$ cat src/rtl/pll_reset_sequencer_if.sv
// Control/status bundle between the PLL reset sequencer and the logic around it.
// The slave side is the sequencer; the master side drives lock, divisor and clear inputs.
interface pll_reset_sequencer_if #(
    parameter int NUM_CH = 2,
    parameter int DIV_W  = 8
);
    logic                    locked;
    logic                    div_load;
    logic [NUM_CH*DIV_W-1:0] div_value;
    logic                    lost_clear;
    logic                    sys_reset;
    logic                    ready;
    logic [NUM_CH-1:0]       clk_en;
    logic                    lock_lost;
    logic [7:0]              lost_count;

    modport slave (
        input  locked,
        input  div_load,
        input  div_value,
        input  lost_clear,
        output sys_reset,
        output ready,
        output clk_en,
        output lock_lost,
        output lost_count
    );

    modport master (
        output locked,
        output div_load,
        output div_value,
        output lost_clear,
        input  sys_reset,
        input  ready,
        input  clk_en,
        input  lock_lost,
        input  lost_count
    );
endinterface

$ cat src/rtl/pll_reset_sequencer.sv
// PLL reset sequencer: qualifies the PLL lock flag, releases system reset after a hold
// period and generates programmable clock-enable strobes while running.
//
// state     | meaning
// ----------+---------------------------------------------------------------
// WAIT_LOCK | system in reset, waiting for synchronised lock
// QUALIFY   | lock seen, counting LOCK_CYCLES consecutive locked cycles
// HOLD      | lock qualified, keeping sys_reset high for RESET_HOLD cycles
// RUN       | sys_reset released, ready high, clock-enable dividers active
module pll_reset_sequencer #(
    parameter int LOCK_CYCLES = 1024,
    parameter int RESET_HOLD  = 16,
    parameter int NUM_CH      = 2,
    parameter int DIV_W       = 8
) (
    input  logic                 clock_in,
    input  logic                 reset,
    pll_reset_sequencer_if.slave bus
);
    localparam int QW = $clog2(LOCK_CYCLES + 1);
    localparam int HW = $clog2(RESET_HOLD + 1);
    localparam logic [QW-1:0] QUAL_DONE = QW'(LOCK_CYCLES);
    localparam logic [HW-1:0] HOLD_LAST = HW'(RESET_HOLD - 1);

    typedef enum logic [1:0] {
        WAIT_LOCK = 2'd0,
        QUALIFY   = 2'd1,
        HOLD      = 2'd2,
        RUN       = 2'd3
    } state_t;

    state_t                         state_q, state_d;
    logic [1:0]                     sync_q;
    logic                           locked_s;
    logic [QW-1:0]                  qual_cnt_q, qual_cnt_d;
    logic [HW-1:0]                  hold_cnt_q, hold_cnt_d;
    logic                           ready_q, ready_d;
    logic [NUM_CH-1:0]              clk_en_q, clk_en_d;
    logic                           lock_lost_q, lock_lost_d;
    logic [7:0]                     lost_count_q, lost_count_d;
    logic                           loss;
    logic [NUM_CH-1:0][DIV_W-1:0]   div_cnt_q, div_cnt_d;
    logic [NUM_CH-1:0][DIV_W-1:0]   div_act_q, div_act_d;
    logic [NUM_CH-1:0][DIV_W-1:0]   div_pend_q, div_pend_d;

    // Last counter value of a period; a divisor of 0 behaves like 1.
    function automatic logic [DIV_W-1:0] period_last(input logic [DIV_W-1:0] d);
        return (d == '0) ? '0 : d - DIV_W'(1);
    endfunction

    assign locked_s = sync_q[1];

    // Two-flop synchroniser for the asynchronous lock flag.
    always_ff @(posedge clock_in or posedge reset) begin
        if (reset) begin
            sync_q <= '0;
        end else begin
            sync_q <= {sync_q[0], bus.locked};
        end
    end

    // Next state and qualify/hold counters; counters sit at zero except while counting.
    always_comb begin
        state_d    = state_q;
        qual_cnt_d = '0;
        hold_cnt_d = '0;
        case (state_q)
            WAIT_LOCK: begin
                if (locked_s) state_d = QUALIFY;
            end
            QUALIFY: begin
                if (!locked_s)                    state_d = WAIT_LOCK;
                else if (qual_cnt_q == QUAL_DONE) state_d = HOLD;
                else                              qual_cnt_d = qual_cnt_q + QW'(1);
            end
            HOLD: begin
                if (!locked_s)                    state_d = WAIT_LOCK;
                else if (hold_cnt_q == HOLD_LAST) state_d = RUN;
                else                              hold_cnt_d = hold_cnt_q + HW'(1);
            end
            RUN: begin
                if (!locked_s) state_d = WAIT_LOCK;
            end
            default: state_d = WAIT_LOCK;
        endcase
    end

    // Loss bookkeeping: a loss on the same edge as a clear keeps the flag set.
    always_comb begin
        loss         = (state_q == RUN) && !locked_s;
        lock_lost_d  = lock_lost_q;
        lost_count_d = lost_count_q;
        if (loss) begin
            lock_lost_d = 1'b1;
            if (lost_count_q != 8'hFF) lost_count_d = lost_count_q + 8'd1;
        end else if (bus.lost_clear) begin
            lock_lost_d = 1'b0;
        end
    end

    // Divider channels: reload the active divisor on RUN entry and on every wrap.
    always_comb begin
        div_pend_d = div_pend_q;
        div_act_d  = div_act_q;
        div_cnt_d  = '0;
        clk_en_d   = '0;
        ready_d    = (state_d == RUN);
        for (int i = 0; i < NUM_CH; i++) begin
            if (bus.div_load) div_pend_d[i] = bus.div_value[i*DIV_W +: DIV_W];
            if (state_d == RUN) begin
                if (state_q != RUN || div_cnt_q[i] == period_last(div_act_q[i])) begin
                    div_act_d[i] = div_pend_d[i];
                    div_cnt_d[i] = '0;
                end else begin
                    div_cnt_d[i] = div_cnt_q[i] + DIV_W'(1);
                end
                clk_en_d[i] = (div_cnt_d[i] == '0);
            end
        end
    end

    // State, counters and registered outputs.
    always_ff @(posedge clock_in or posedge reset) begin
        if (reset) begin
            state_q      <= WAIT_LOCK;
            qual_cnt_q   <= '0;
            hold_cnt_q   <= '0;
            ready_q      <= 1'b0;
            clk_en_q     <= '0;
            lock_lost_q  <= 1'b0;
            lost_count_q <= '0;
            div_cnt_q    <= '0;
            div_act_q    <= {NUM_CH{DIV_W'(1)}};
            div_pend_q   <= {NUM_CH{DIV_W'(1)}};
        end else begin
            state_q      <= state_d;
            qual_cnt_q   <= qual_cnt_d;
            hold_cnt_q   <= hold_cnt_d;
            ready_q      <= ready_d;
            clk_en_q     <= clk_en_d;
            lock_lost_q  <= lock_lost_d;
            lost_count_q <= lost_count_d;
            div_cnt_q    <= div_cnt_d;
            div_act_q    <= div_act_d;
            div_pend_q   <= div_pend_d;
        end
    end

    assign bus.ready      = ready_q;
    assign bus.sys_reset  = ~ready_q;
    assign bus.clk_en     = clk_en_q;
    assign bus.lock_lost  = lock_lost_q;
    assign bus.lost_count = lost_count_q;
endmodule

$ cat src/flat_wrapper.sv
// flat-port wrapper written by rule: the top's interface ports become plain ports
module pll_reset_sequencer_flat 
#(
    parameter int LOCK_CYCLES = 1024,
    parameter int RESET_HOLD  = 16,
    parameter int NUM_CH      = 2,
    parameter int DIV_W       = 8
)
  (clock_in, reset, bus_locked, bus_div_load, bus_div_value, bus_lost_clear, bus_sys_reset, bus_ready, bus_clk_en, bus_lock_lost, bus_lost_count);
  pll_reset_sequencer_if #(.NUM_CH(NUM_CH), .DIV_W(DIV_W)) bus_i ();
  input  logic clock_in;
  input  logic reset;
  input wire logic [$bits(bus_i.locked)-1:0] bus_locked;
  input wire logic [$bits(bus_i.div_load)-1:0] bus_div_load;
  input wire logic [$bits(bus_i.div_value)-1:0] bus_div_value;
  input wire logic [$bits(bus_i.lost_clear)-1:0] bus_lost_clear;
  output wire logic [$bits(bus_i.sys_reset)-1:0] bus_sys_reset;
  output wire logic [$bits(bus_i.ready)-1:0] bus_ready;
  output wire logic [$bits(bus_i.clk_en)-1:0] bus_clk_en;
  output wire logic [$bits(bus_i.lock_lost)-1:0] bus_lock_lost;
  output wire logic [$bits(bus_i.lost_count)-1:0] bus_lost_count;
  assign bus_i.locked = bus_locked;
  assign bus_i.div_load = bus_div_load;
  assign bus_i.div_value = bus_div_value;
  assign bus_i.lost_clear = bus_lost_clear;
  assign bus_sys_reset = bus_i.sys_reset;
  assign bus_ready = bus_i.ready;
  assign bus_clk_en = bus_i.clk_en;
  assign bus_lock_lost = bus_i.lock_lost;
  assign bus_lost_count = bus_i.lost_count;
  pll_reset_sequencer #(.LOCK_CYCLES(LOCK_CYCLES), .RESET_HOLD(RESET_HOLD), .NUM_CH(NUM_CH), .DIV_W(DIV_W)) u_core (.clock_in(clock_in), .reset(reset), .bus(bus_i));
endmodule
$ cat config.mk
export PLATFORM = sky130hd
export DESIGN_NAME = pll_reset_sequencer_flat
export DESIGN_NICKNAME = d
export VERILOG_FILES = /design/src/rtl/pll_reset_sequencer_if.sv /design/src/rtl/pll_reset_sequencer.sv /design/src/flat_wrapper.sv
export SDC_FILE = /design/constraint.sdc
export NUM_CORES = 1
export LEC_CHECK = 0
export CAP_MARGIN = 25
export CORE_MARGIN = 2
export CORE_UTILIZATION = 45
export DETAILED_ROUTE_END_ITERATION = 10
export REMOVE_ABC_BUFFERS = 1
export SYNTH_ARGS = -nofsm -noshare
export SYNTH_HDL_FRONTEND = slang
export SYNTH_SLANG_ARGS = --single-unit
$ cat constraint.sdc
create_clock -name clock_in -period 2.97 [get_ports clock_in]
set_input_delay 0.4455 -clock clock_in [delete_from_list [all_inputs] [get_ports clock_in]]
set_output_delay 0.4455 -clock clock_in [all_outputs]
set_load 0.05 [all_outputs]
Word-level counts from Yosys, hierarchy flattened

Index checks and enable logic that the tools add are counted.

Output and inout bits: 13
Logic and storage cells: 72
Input port bits: 21
Register bits: 80

Reduce and logical (&&, ||, !) cells: 13
Add/subtract/negate cells: 7
Mux-type cells: 27
Bitwise operators: 1
Eq/ne operators: 10

Operators with widths:

| cell                                                                   | number |
|---|---|
| 8-bit two-way mux                                                      | 10 |
| 11-bit two-way mux                                                     | 3 |
| 8-bit zero test                                                        | 4 |
| 8-bit by 1-bit adder with 8-bit output (second input constant)         | 3 |
| 8-bit equality test                                                    | 2 |
| 8-bit by 1-bit subtractor with 8-bit output (second input constant)    | 2 |
| 5-bit two-way mux                                                      | 3 |
| 2-bit two-way mux                                                      | 6 |
| 11-bit by 1-bit adder with 11-bit output (second input constant)       | 1 |
| 11-bit equality test (second input constant)                           | 1 |
| 8-bit != test (second input constant)                                  | 1 |
| 2-bit case mux with 4 select lines                                     | 1 |
| 2-bit equality test (second input constant)                            | 3 |
| 2-bit AND reduction                                                    | 3 |
| 5-bit by 1-bit adder with 5-bit output (second input constant)         | 1 |
| 5-bit by 4-bit equality test with 1-bit output (second input constant) | 1 |
| 1-bit two-way mux                                                      | 4 |
| 2-bit by 1-bit equality test with 1-bit output (second input constant) | 1 |
| 2-bit zero test                                                        | 1 |
| 1-bit logical OR                                                       | 2 |
| 2-bit != test (second input constant)                                  | 1 |
| 2-bit nonzero test                                                     | 1 |
| 1-bit logical AND                                                      | 1 |
| 1-bit zero test                                                        | 1 |
| 1-bit NOT                                                              | 1 |

Logic depth before layout (Yosys ltp)

Gate-level depths: netlist of the first run.

Depth in word-level cells: 8
Gate-level depth with buffers: 9
Mapped depth without buffers: 8

Worst setup path before layout of the first run

No wires, ideal clock.

Path kind: reg-to-reg
Start point: register u_core.div_act_q[8] (netlist name)
End point: register u_core.div_act_q[10] (netlist name)
Required time: 2,845 ps
Arrival time: 2,593 ps
Buffers on the path: 1
Stages on the path, launching flop included: 10
Clock period less this slack: 2,718 ps
Slack: 252 ps
Library setup time: 125 ps
Cell sequence: dfstp_2 inv_1 ha_1 clkbuf_1 nor3b_1 or4_1 nand3_1 o2111ai_1 o21ai_2 mux2_2

Longest elaborated chain between the ends: 5
Elaborated cells between the ends (all ways): 6
Classes of those cells: 1 x add/sub; 1 x eq/ne; 1 x mux; 3 x reduce/logical

RTL lines:

| element                                                                        | line                       | RTL |
|---|---|---|
| start: declaration                                                             | pll_reset_sequencer.sv:43  | `logic [NUM_CH-1:0][DIV_W-1:0] div_act_q, div_act_d;` |
| start signal: assignment                                                       | pll_reset_sequencer.sv:133 | `div_act_q <= {NUM_CH{DIV_W'(1)}};` |
| start signal: assignment                                                       | pll_reset_sequencer.sv:144 | `div_act_q <= div_act_d;` |
| 8-bit by 1-bit subtractor with 8-bit output or 8-bit zero test (tied branches) | pll_reset_sequencer.sv:48  | `return (d == '0) ? '0 : d - DIV_W'(1);` |
| 8-bit two-way mux (*)                                                          | pll_reset_sequencer.sv:48  |  |
| 8-bit equality test (*)                                                        | pll_reset_sequencer.sv:111 | `if (state_q != RUN \|\| div_cnt_q[i] == period_last(div_act_q[i])) begin` |
| 1-bit logical OR (*)                                                           | pll_reset_sequencer.sv:111 |  |
| 2-bit AND reduction (no source line) (*)                                       | n/a                        |  |

Every way passes the cells marked *; elsewhere a longest branch is shown, timed or not.
A chain may end at the register's enable or synchronous reset.

Final worst setup path of the first run

Start point: register u_core.div_act_q[8] (netlist name)
End point: register u_core.div_act_q[11] (netlist name)

Same word-level chain as after synthesis.

==> impl_metrics.csv, run 1 <==
group,metric,value,unit
run_status,status,"finished, final reports clean",
sta,fin_worst_skew,0.01419,ns
logic_synthesis,synth.most_common_cell,"dfrtp_1",
placed_design,placed_cell_area,0.004679,mm²
routing,routed_via_density,5.531,
worst_setup_path,endpoint_kind,"flop",
cts,insertion_delay,0.35,ns
die,core_area,0.009153,mm²
sta,finalCriticalPeriod,2.796,ns
logic_synthesis,synth_common_cells,"dfrtp_1 (76), nor2_1 (41), mux2_2 (32)",
cts,cts_tree,"done",
worst_setup_path,worstRegToRegCells,9,
cts,clk_pin_slew,0.08,ns
finish,fillerInstances,801,
logic_synthesis,synth_cell_types,63,
finish,drive_gt1_share,16.55,%
routing,drc_errors,0,
worst_setup_path,r2r_end,"u_core.div_act_q[11]",
die,pin_count,34,
die,dieArea,0.01009,mm²
placed_design,port-buffer-count,33,
logic_synthesis,synth_area,0.004188,mm²
global_route,grt_pass1_wl,13500,µm
sta,fin_crit_sh,94.14,%
global_route,grt_antenna_before_repair,0,
cts,clock-sinks,80,
cts,cts-root-buf,"clkbuf_8",
sta,worst_pin_slew,0.6433,ns
worst_hold_path,hold_depth,0,
worst_setup_path,critPathRequiredTime,3.20,ns
global_route,grt_overflow_total,0,
placed_design,gp_congestion,0.8180,
global_route,grt_start_max_net_pins,46,
sta,slew_headroom,56.79,%
sta,slew_violations,0,
logic_synthesis,synth.top_cell.area_share,45.41,%
routing,wl,7839,µm
power,p_leak,2.173,nW
worst_hold_path,min_path_type,"flop to flop",
run,drv_cap,0,
cts,numCtsBuffers,9,
logic_synthesis,synth_ff_type,"dfrtp_1",
finish,fin_nets,465,
worst_setup_path,critPathKind,"flop to flop",
sta,setup_tns,0,ns
global_route,grt_pass1_vias,2859,
cts,htreeDepth,3,
sta,grt_setup_unrepaired,"false",
logic_synthesis,ys_top_cells_by_area,"dfrtp_1 (45%), mux2_2 (8.6%), xnor2_1 (4.4%), xor2_1 (4.0%), nor2_1 (3.7%)",
sta,setup-violations-final,0,
finish,final_util,53.51,%
die,die_w,100.5,µm
logic_synthesis,async_flop_share,100.0,%
routing,vias,3053,
sta,hold_viol,0,
power,ir_drop,0.2339,mV
logic_synthesis,yosysSeqAreaShare,47.92,%
placed_design,place.detailed.hpwl,5631,µm
sta,fmax,0.3577,GHz
logic_synthesis,synthCells,399,
logic_synthesis,synth_top_cell_by_area,"dfrtp_1",
worst_hold_path,min-delay-start,"u_core.sync_q[0]",
worst_setup_path,critPathLaunchType,"flop",
worst_hold_path,whs_endpoint,"u_core.sync_q[1]",
routing,drt_iter0_drc,83,
routing,postRouteAntennaNets,0,
worst_setup_path,r2r-start,"u_core.div_act_q[8]",
die,start_util,45.76,%
logic_synthesis,synth_edf_count,0,
logic_synthesis,yosys_warnings,0,
power,power_density,412.0,mW/mm²
logic_synthesis,synth_seq_cells,80,
finish,n_antenna_cell,0,
routing,first_pass_iters,5,
global_route,grt_util_all_layers,16.86,%
worst_setup_path,r2r_slack,0.17,ns
worst_setup_path,cp_max_fo,8,
cts,clockBufferDepth,2,
logic_synthesis,postSynthAreaPerCell,10.50,µm²
finish,syn_to_final_growth,16.94,%
die,die_h,100.5,µm
routing,routedWlPerCell,14.20,µm
die,num_rows,35,
finish,fin_area,0.004897,mm²
worst_setup_path,cp_data_arrival_time,3.03,ns
## flip-flops by register name (all words and copies together), names as in the netlist
signal / flops
u_core.bus.ready: 1
u_core.sync_q: 2
u_core.bus.lock_lost: 1
u_core.qual_cnt_q: 11
u_core.hold_cnt_q: 5
u_core.bus.clk_en: 2
u_core.div_cnt_q: 16
u_core.div_act_q: 16
u_core.bus.lost_count: 8
u_core.state_q: 2
u_core.div_pend_q: 16
## timing repair
action                                  4_1_cts  5_1_grt
setup buffers                                 0        1
resized for setup                             0        1
hold buffers                                  0        0
endpoints found under the setup margin        0       16
## area by class of cell
class                   count  area (µm²)  area share (%)
multi-input cells         285        2051           41.88
flip-flops and latches     80        2007           40.98
repair buffers             43       442.9           9.044
well taps                 111       138.9           2.836
clock buffers              10       127.6           2.606
clock inverters             6       65.06           1.329
inverters                  17       65.06           1.329
## cell families (layout without fill, tap and decap cells)
family	Yosys count	count (layout)	synth area share, %
multiplexers	35	35	9.352
buffers and inverters	34	76	3.227
flip-flops	80	80	47.92
XOR/XNOR	40	40	8.366
adder cells (fa/ha/maj)	8	8	2.390
AND/OR/NAND/NOR	149	149	19.18
AO/OA/AOI/OAI	53	53	9.561
## cells in the final DEF (no fill, tap or decap), types with 3 or more instances in the layout
| cell | n |
|---|---|
| nor2_1 | 41 |
| a311oi_1 | 3 |
| a21oi_1 | 8 |
| inv_1 | 16 |
| mux2_2 | 32 |
| nand4_1 | 5 |
| nand3_1 | 20 |
| o2111ai_1 | 3 |
| clkinv_2 | 3 |
| nand2_1 | 18 |
| dfstp_2 | 4 |
| buf_12 | 3 |
| nor4_1 | 4 |
| clkdlybuf4s50_1 | 33 |
| or4_1 | 5 |
| xor2_1 | 19 |
| nor3_1 | 9 |
| clkbuf_8 | 9 |
| and3_1 | 12 |
| buf_4 | 7 |
| or3_1 | 5 |
| dfrtp_1 | 76 |
| nand2b_1 | 4 |
| nor2b_1 | 6 |
| ha_1 | 8 |
| or2_2 | 3 |
| o211ai_1 | 6 |
| xnor2_1 | 21 |
| o21ai_0 | 3 |
## where the power goes
| part | switching, W | total, W | leakage, nW | internal (W) |
|---|---|---|---|---|
| Clock | 0.000411 | 0.000803 | 0.0971 | 0.000392 |
| Combinational | 0.0000418 | 0.0000909 | 1.01 | 0.0000491 |
| Sequential | 0.00000940 | 0.00112 | 1.06 | 0.00111 |
## critical path, cell delays in order (launching register included)
cell and delay [ns]:
dfstp_2 0.60, inv_1 0.06, ha_1 0.33, or3b_2 0.44, a22o_1 0.20, o32ai_1 0.13
o2111ai_1 0.22, o21ai_2 0.23, buf_12 0.14, mux2_2 0.32
## stage by stage
step	setup slack (ns)	cells	total power [W]	hold WS, ns
3_5_place_dp	0.1328	535	0.001242	0.3387
5_1_grt	0.006785	552	0.002110	0.3612
6_report	0.1740	552	0.002018	0.3546
3_3_place_gp	0.2256	535	0.001238	0.3360
2_1_floorplan	0.2940	382	0.001192	0.3312
4_1_cts	0.1020	551	0.002055	0.3575
## worst max path at each step
stage                         from              endpoint  cells after the start
2_1_floorplan  u_core.div_act_q[8]  u_core.div_act_q[10]                      8
3_3_place_gp   u_core.div_act_q[1]   u_core.div_act_q[3]                      8
3_5_place_dp   u_core.div_act_q[1]   u_core.div_act_q[5]                      8
4_1_cts        u_core.div_act_q[1]   u_core.div_act_q[1]                      8
5_1_grt        u_core.div_act_q[1]   u_core.div_act_q[4]                      9
6_report       u_core.div_act_q[8]  u_core.div_act_q[11]                      9
## routing by layer
| metal | share of wire, % | wire, µm | GRT usage (%) | vias up |
|---|---|---|---|---|
| met5 | 0 | 0 | 0 | - |
| li1 | - | - | - | 1502 |
| met3 | 3.3 | 258 | 3.259 | 14 |
| met1 | 48 | 3725 | 22.26 | 1490 |
| met4 | 1.6 | 128 | 7.271 | 0 |
| met2 | 48 | 3727 | 27.16 | 47 |
(Power assumes the default switching activity.)
==> run 2: changes to the inputs <==
Settings changed: PLACE_DENSITY_LB_ADDON set to 0.3.
==> impl_metrics.csv, run 2 (synthesis gave the netlist of run 1 again) <==
group,metric,value,unit
sta,setup-violations-final,0,
worst_setup_path,cp_max_fo,8,
global_route,grt_antenna_before_repair,0,
power,internal_power,0.001549,W
worst_setup_path,critPathRequiredTime,3.20,ns
finish,fin_nets,463,
die,core_area,0.009153,mm²
finish,instances_no_fill,549,
worst_setup_path,cp_data_arrival_time,3.00,ns
finish,syn_to_final_growth,16.37,%
routing,drc_errors,0,
power,ir_drop,0.3060,mV
die,pin_count,34,
worst_setup_path,endpoint_kind,"flop",
power,power.switching,0.0004404,W
sta,slew_violations,0,
placed_design,dpl.cell_count,534,
cts,clk_pin_slew,0.08,ns
cts,insertion_delay,0.35,ns
worst_hold_path,min_path_type,"flop to flop",
cts,ctsResizeCount,0,
cts,postCtsHoldBufs,0,
die,num_rows,35,
placed_design,place.detailed.hpwl,5541,µm
cts,clock-sinks,80,
power,switching_share,22.13,%
sta,fmax,0.3600,GHz
routing,wl,7647,µm
finish,final_cell_mix,"dfrtp_1 (76), nor2_1 (41), clkdlybuf4s50_1 (33)",
die,die_h,100.5,µm
sta,fin_crit_sh,93.54,%
routing,vias,3056,
sta,whs,0.3539,ns
cts,clockBufferDepth,2,
worst_setup_path,critPathKind,"flop to flop",
sta,grt_setup_unrepaired,"false",
global_route,grt_util_all_layers,16.77,%
die,die_w,100.5,µm
sta,setup_tns,0,ns
routing,routed_via_density,5.566,
power,seqPwrFrac,56.5,%
sta,finalCriticalPeriod,2.778,ns
cts,cts_setup_buffers,0,
power,combPwrFrac,4.7,%
cts,cts_tree,"done",
global_route,grt_start_max_net_pins,35,
die,start_util,45.76,%
sta,worst_pin_slew,0.7938,ns
die,dieArea,0.01009,mm²
global_route,grt_pass1_wl,13530,µm
finish,drive_gt1_share,16.44,%
power,power_density,408.2,mW/mm²
routing,drt_iter0_drc,119,
placed_design,port-buffer-count,33,
worst_setup_path,critPathLaunchType,"flop",
sta,slew_headroom,46.72,%
global_route,grt_pass1_vias,2920,
finish,layout_commonest_cell,"dfrtp_1",
cts,numCtsBuffers,9,
finish,final_util,53.25,%
routing,postRouteAntennaNets,0,
finish,reg_top3,"u_core.div_act_q (16), u_core.div_cnt_q (16), u_core.div_pend_q (16)",
placed_design,gp_congestion,0.8551,
global_route,grt_overflow_total,0,
run_status,status,"finished, final reports clean",
power,power.share.clock,38.8,%
cts,cts-root-buf,"clkbuf_8",
run,drv_cap,0,
power,p_leak,2.158,nW
routing,first_pass_iters,4,
sta,hold_viol,0,
cts,htreeDepth,3,
finish,n_antenna_cell,0,
routing,routedWlPerCell,13.93,µm
sta,fin_worst_skew,0.01161,ns
==> run 2: cell count changes in the layout (fill, tap and decap cells not counted) <==
| cell | delta |
|---|---|
| buf_12 | -1 |
| a311oi_1 | -1 |
| a311oi_2 | +1 |
| inv_6 | -1 |
| buf_4 | -1 |
| o221ai_1 | -1 |
| o221ai_2 | +1 |
==> run 2: final timing paths <==
check,start,endpoint,slack [ns],depth (start not counted)
max,u_core.div_act_q[8],u_core.div_act_q[9],0.19,9
min,u_core.sync_q[0],u_core.sync_q[1],0.35,0
max reg2reg,u_core.div_act_q[8],u_core.div_act_q[9],0.19,9
min reg2reg,u_core.sync_q[0],u_core.sync_q[1],0.35,0
max in group asynchronous,reset,u_core.div_act_q[8],1.83,3
min in group asynchronous,reset,u_core.bus.clk_en[0],0.45,2
==> run 2: final cells by class <==
type | instances | area (µm²)
clock buffers | 10 | 127.6
clock inverters | 5 | 56.30
fillers | 783 | 4279
inverters | 17 | 65.06
multi-input cells | 285 | 2063
flip-flops and latches | 80 | 2007
well taps | 111 | 138.9
repair buffers | 41 | 415.4
==> run 2: worst max-delay path: stages, from the launching register on <==
cell	delay, ns
dfstp_2	0.58
inv_1	0.06
ha_1	0.33
or3b_2	0.45
a22o_1	0.21
o32ai_1	0.14
o2111ai_1	0.22
o21ai_2	0.22
buf_12	0.14
mux2_2	0.32
==> run 2: metrics by stage <==
stage          instance area (µm²)  power (W)  setup WS, ns
2_1_floorplan                 4116   0.001192        0.2940
3_3_place_gp                  4672   0.001239        0.2491
3_5_place_dp                  4672   0.001243        0.1670
4_1_cts                       4856   0.002023        0.1513
5_1_grt                       4873   0.002082       0.01926
6_report                      4873   0.001990        0.1920
==> run 2: layer usage <==
metal,wire length [µm],GRT usage (%),share of wire (%),vias up
met4,93,6.006,1.2,0
li1,-,-,-,1506
met2,3786,26.95,50,40
met5,0,0,0,-
met1,3564,22.55,47,1503
met3,204,3.537,2.7,7
==> run 2: power groups by stage <==
stage | Clock [W] | Sequential [W] | Combinational, W
floorplan | 0 | 0.00114 | 0.0000485
global placement | 0 | 0.00115 | 0.0000939
detailed placement | 0 | 0.00115 | 0.0000961
CTS | 0.000802 | 0.00112 | 0.0000962
global route | 0.000848 | 0.00113 | 0.000106
finish | 0.000772 | 0.00112 | 0.0000926
==> run 3: changes to the inputs <==
Settings changed: SETUP_SLACK_MARGIN set to 0.05.
==> impl_metrics.csv, run 3 (synthesis gave the netlist of run 1 again) <==
group,metric,value,unit
global_route,grt_antenna_before_repair,0,
run_status,status,"finished, final reports clean",
die,die_h,100.5,µm
sta,fmax,0.3625,GHz
worst_setup_path,critPathKind,"flop to flop",
finish,drive_gt1_share,16.89,%
finish,reg_top3,"u_core.div_act_q (16), u_core.div_cnt_q (16), u_core.div_pend_q (16)",
worst_setup_path,critPathLaunchType,"flop",
finish,fillerInstances,783,
power,ir_drop,0.3061,mV
cts,htreeDepth,3,
global_route,grt_overflow_total,0,
worst_hold_path,min-delay-start,"u_core.sync_q[0]",
worst_hold_path,min_path_type,"flop to flop",
cts,clockBufferDepth,2,
finish,register_area,0.002007,mm²
die,core_area,0.009153,mm²
die,die_w,100.5,µm
routing,wl,7674,µm
run,drv_cap,0,
finish,layout_commonest_cell,"dfrtp_1",
die,pin_count,34,
worst_setup_path,r2r-start,"u_core.div_act_q[8]",
sta,setup-violations-final,0,
die,start_util,45.76,%
power,p_total,0.001990,W
global_route,grt_use_met3,3.537,%
placed_design,port-buffer-count,33,
sta,slew_headroom,46.74,%
routing,first_pass_iters,7,
power,power_density,407.5,mW/mm²
cts,cts-root-buf,"clkbuf_8",
global_route,grt_start_max_net_pins,35,
cts,clock-sinks,80,
worst_setup_path,r2r_slack,0.21,ns
finish,final_cell_mix,"dfrtp_1 (76), nor2_1 (41), clkdlybuf4s50_1 (33)",
sta,hold_viol,0,
die,dieArea,0.01009,mm²
worst_setup_path,setup.worst_path.start,"u_core.div_act_q[8]",
worst_setup_path,cp_data_arrival_time,2.99,ns
sta,whs,0.3539,ns
cts,ctsResizeCount,0,
cts,clk_pin_slew,0.08,ns
finish,multiInputGateArea,0.002073,mm²
die,num_rows,35,
placed_design,gp_congestion,0.8551,
worst_hold_path,whs_endpoint,"u_core.sync_q[1]",
worst_setup_path,critPathRequiredTime,3.20,ns
worst_setup_path,r2r_end,"u_core.div_act_q[9]",
placed_design,place.detailed.hpwl,5541,µm
cts,insertion_delay,0.35,ns
global_route,grt_util_all_layers,16.77,%
routing,routed_via_density,5.552,
global_route,grt_pass1_wl,13530,µm
sta,slew_violations,0,
worst_setup_path,cp_max_fo,8,
worst_setup_path,worstRegToRegCells,9,
global_route,use_met2,26.95,%
cts,cts_tree,"done",
sta,fin_worst_skew,0.01146,ns
sta,worst_pin_slew,0.7936,ns
sta,fin_crit_sh,92.89,%
routing,vias,3048,
cts,numCtsBuffers,9,
cts,cts_setup_buffers,0,
global_route,use_met1,22.55,%
routing,routedWlPerCell,13.98,µm
sta,finalCriticalPeriod,2.759,ns
sta,grt_setup_unrepaired,"false",
finish,syn_to_final_growth,16.61,%
finish,final_util,53.36,%
routing,drt_iter0_drc,97,
finish,fin_nets,463,
global_route,grt_pass1_vias,2920,
worst_setup_path,endpoint_kind,"flop",
routing,drc_errors,0,
sta,setup_tns,0,ns
global_route,top_usage_layer,"met2",
power,p_leak,2.164,nW
worst_hold_path,hold_depth,0,
finish,n_antenna_cell,0,
cts,postCtsHoldBufs,0,
routing,postRouteAntennaNets,0,
-- run 3: worst max path at each step --
stage                     slack, ns  depth (start not counted)              endpoint
final                          0.21                          9   u_core.div_act_q[9]
after global routing           0.08                          8   u_core.div_act_q[7]
after detailed placement       0.17                          9  u_core.div_act_q[10]
after floorplan                0.29                          8  u_core.div_act_q[10]
after global placement         0.25                          9   u_core.div_act_q[9]
after CTS                      0.15                          9   u_core.div_act_q[9]
-- run 3: report_power, final --
part | switching, W | total, W | internal (W)
logic | 0.0000426 | 0.0000927 | 0.0000501
registers | 0.00000947 | 0.00112 | 0.00111
clock network | 0.000389 | 0.000773 | 0.000384
total | 0.000441 | 0.00199 | 0.00155
-- run 3: per-stage QoR --
step	instances	setup WS, ns	cell area (µm²)
finish	549	0.2111	4883
global route	549	0.07894	4883
detailed placement	534	0.1670	4672
CTS	549	0.1513	4856
floorplan	382	0.2940	4116
global placement	534	0.2491	4672
-- run 3: final cells by class --
class,instances,share of cell area [%]
Sequential cell,80,41.10
Clock inverter,5,1.153
Tap cell,111,2.844
Clock buffer,10,2.613
Multi-Input combinational cell,285,42.45
Inverter,17,1.332
Timing Repair Buffer,41,8.506
-- run 3: metal layers --
metal | wire (µm) | vias up
li1 | - | 1503
met1 | 3569 | 1489
met2 | 3801 | 47
met3 | 203 | 9
met4 | 100 | 0
met5 | 0 | -
-- run 3: worst max-delay path, stage by stage (launching register included) --
cell,delay [ns]
dfstp_2,0.58
inv_1,0.06
ha_1,0.33
or3b_2,0.45
a22o_1,0.21
o32ai_1,0.17
o2111ai_2,0.20
o21ai_2,0.19
buf_12,0.14
mux2_2,0.32
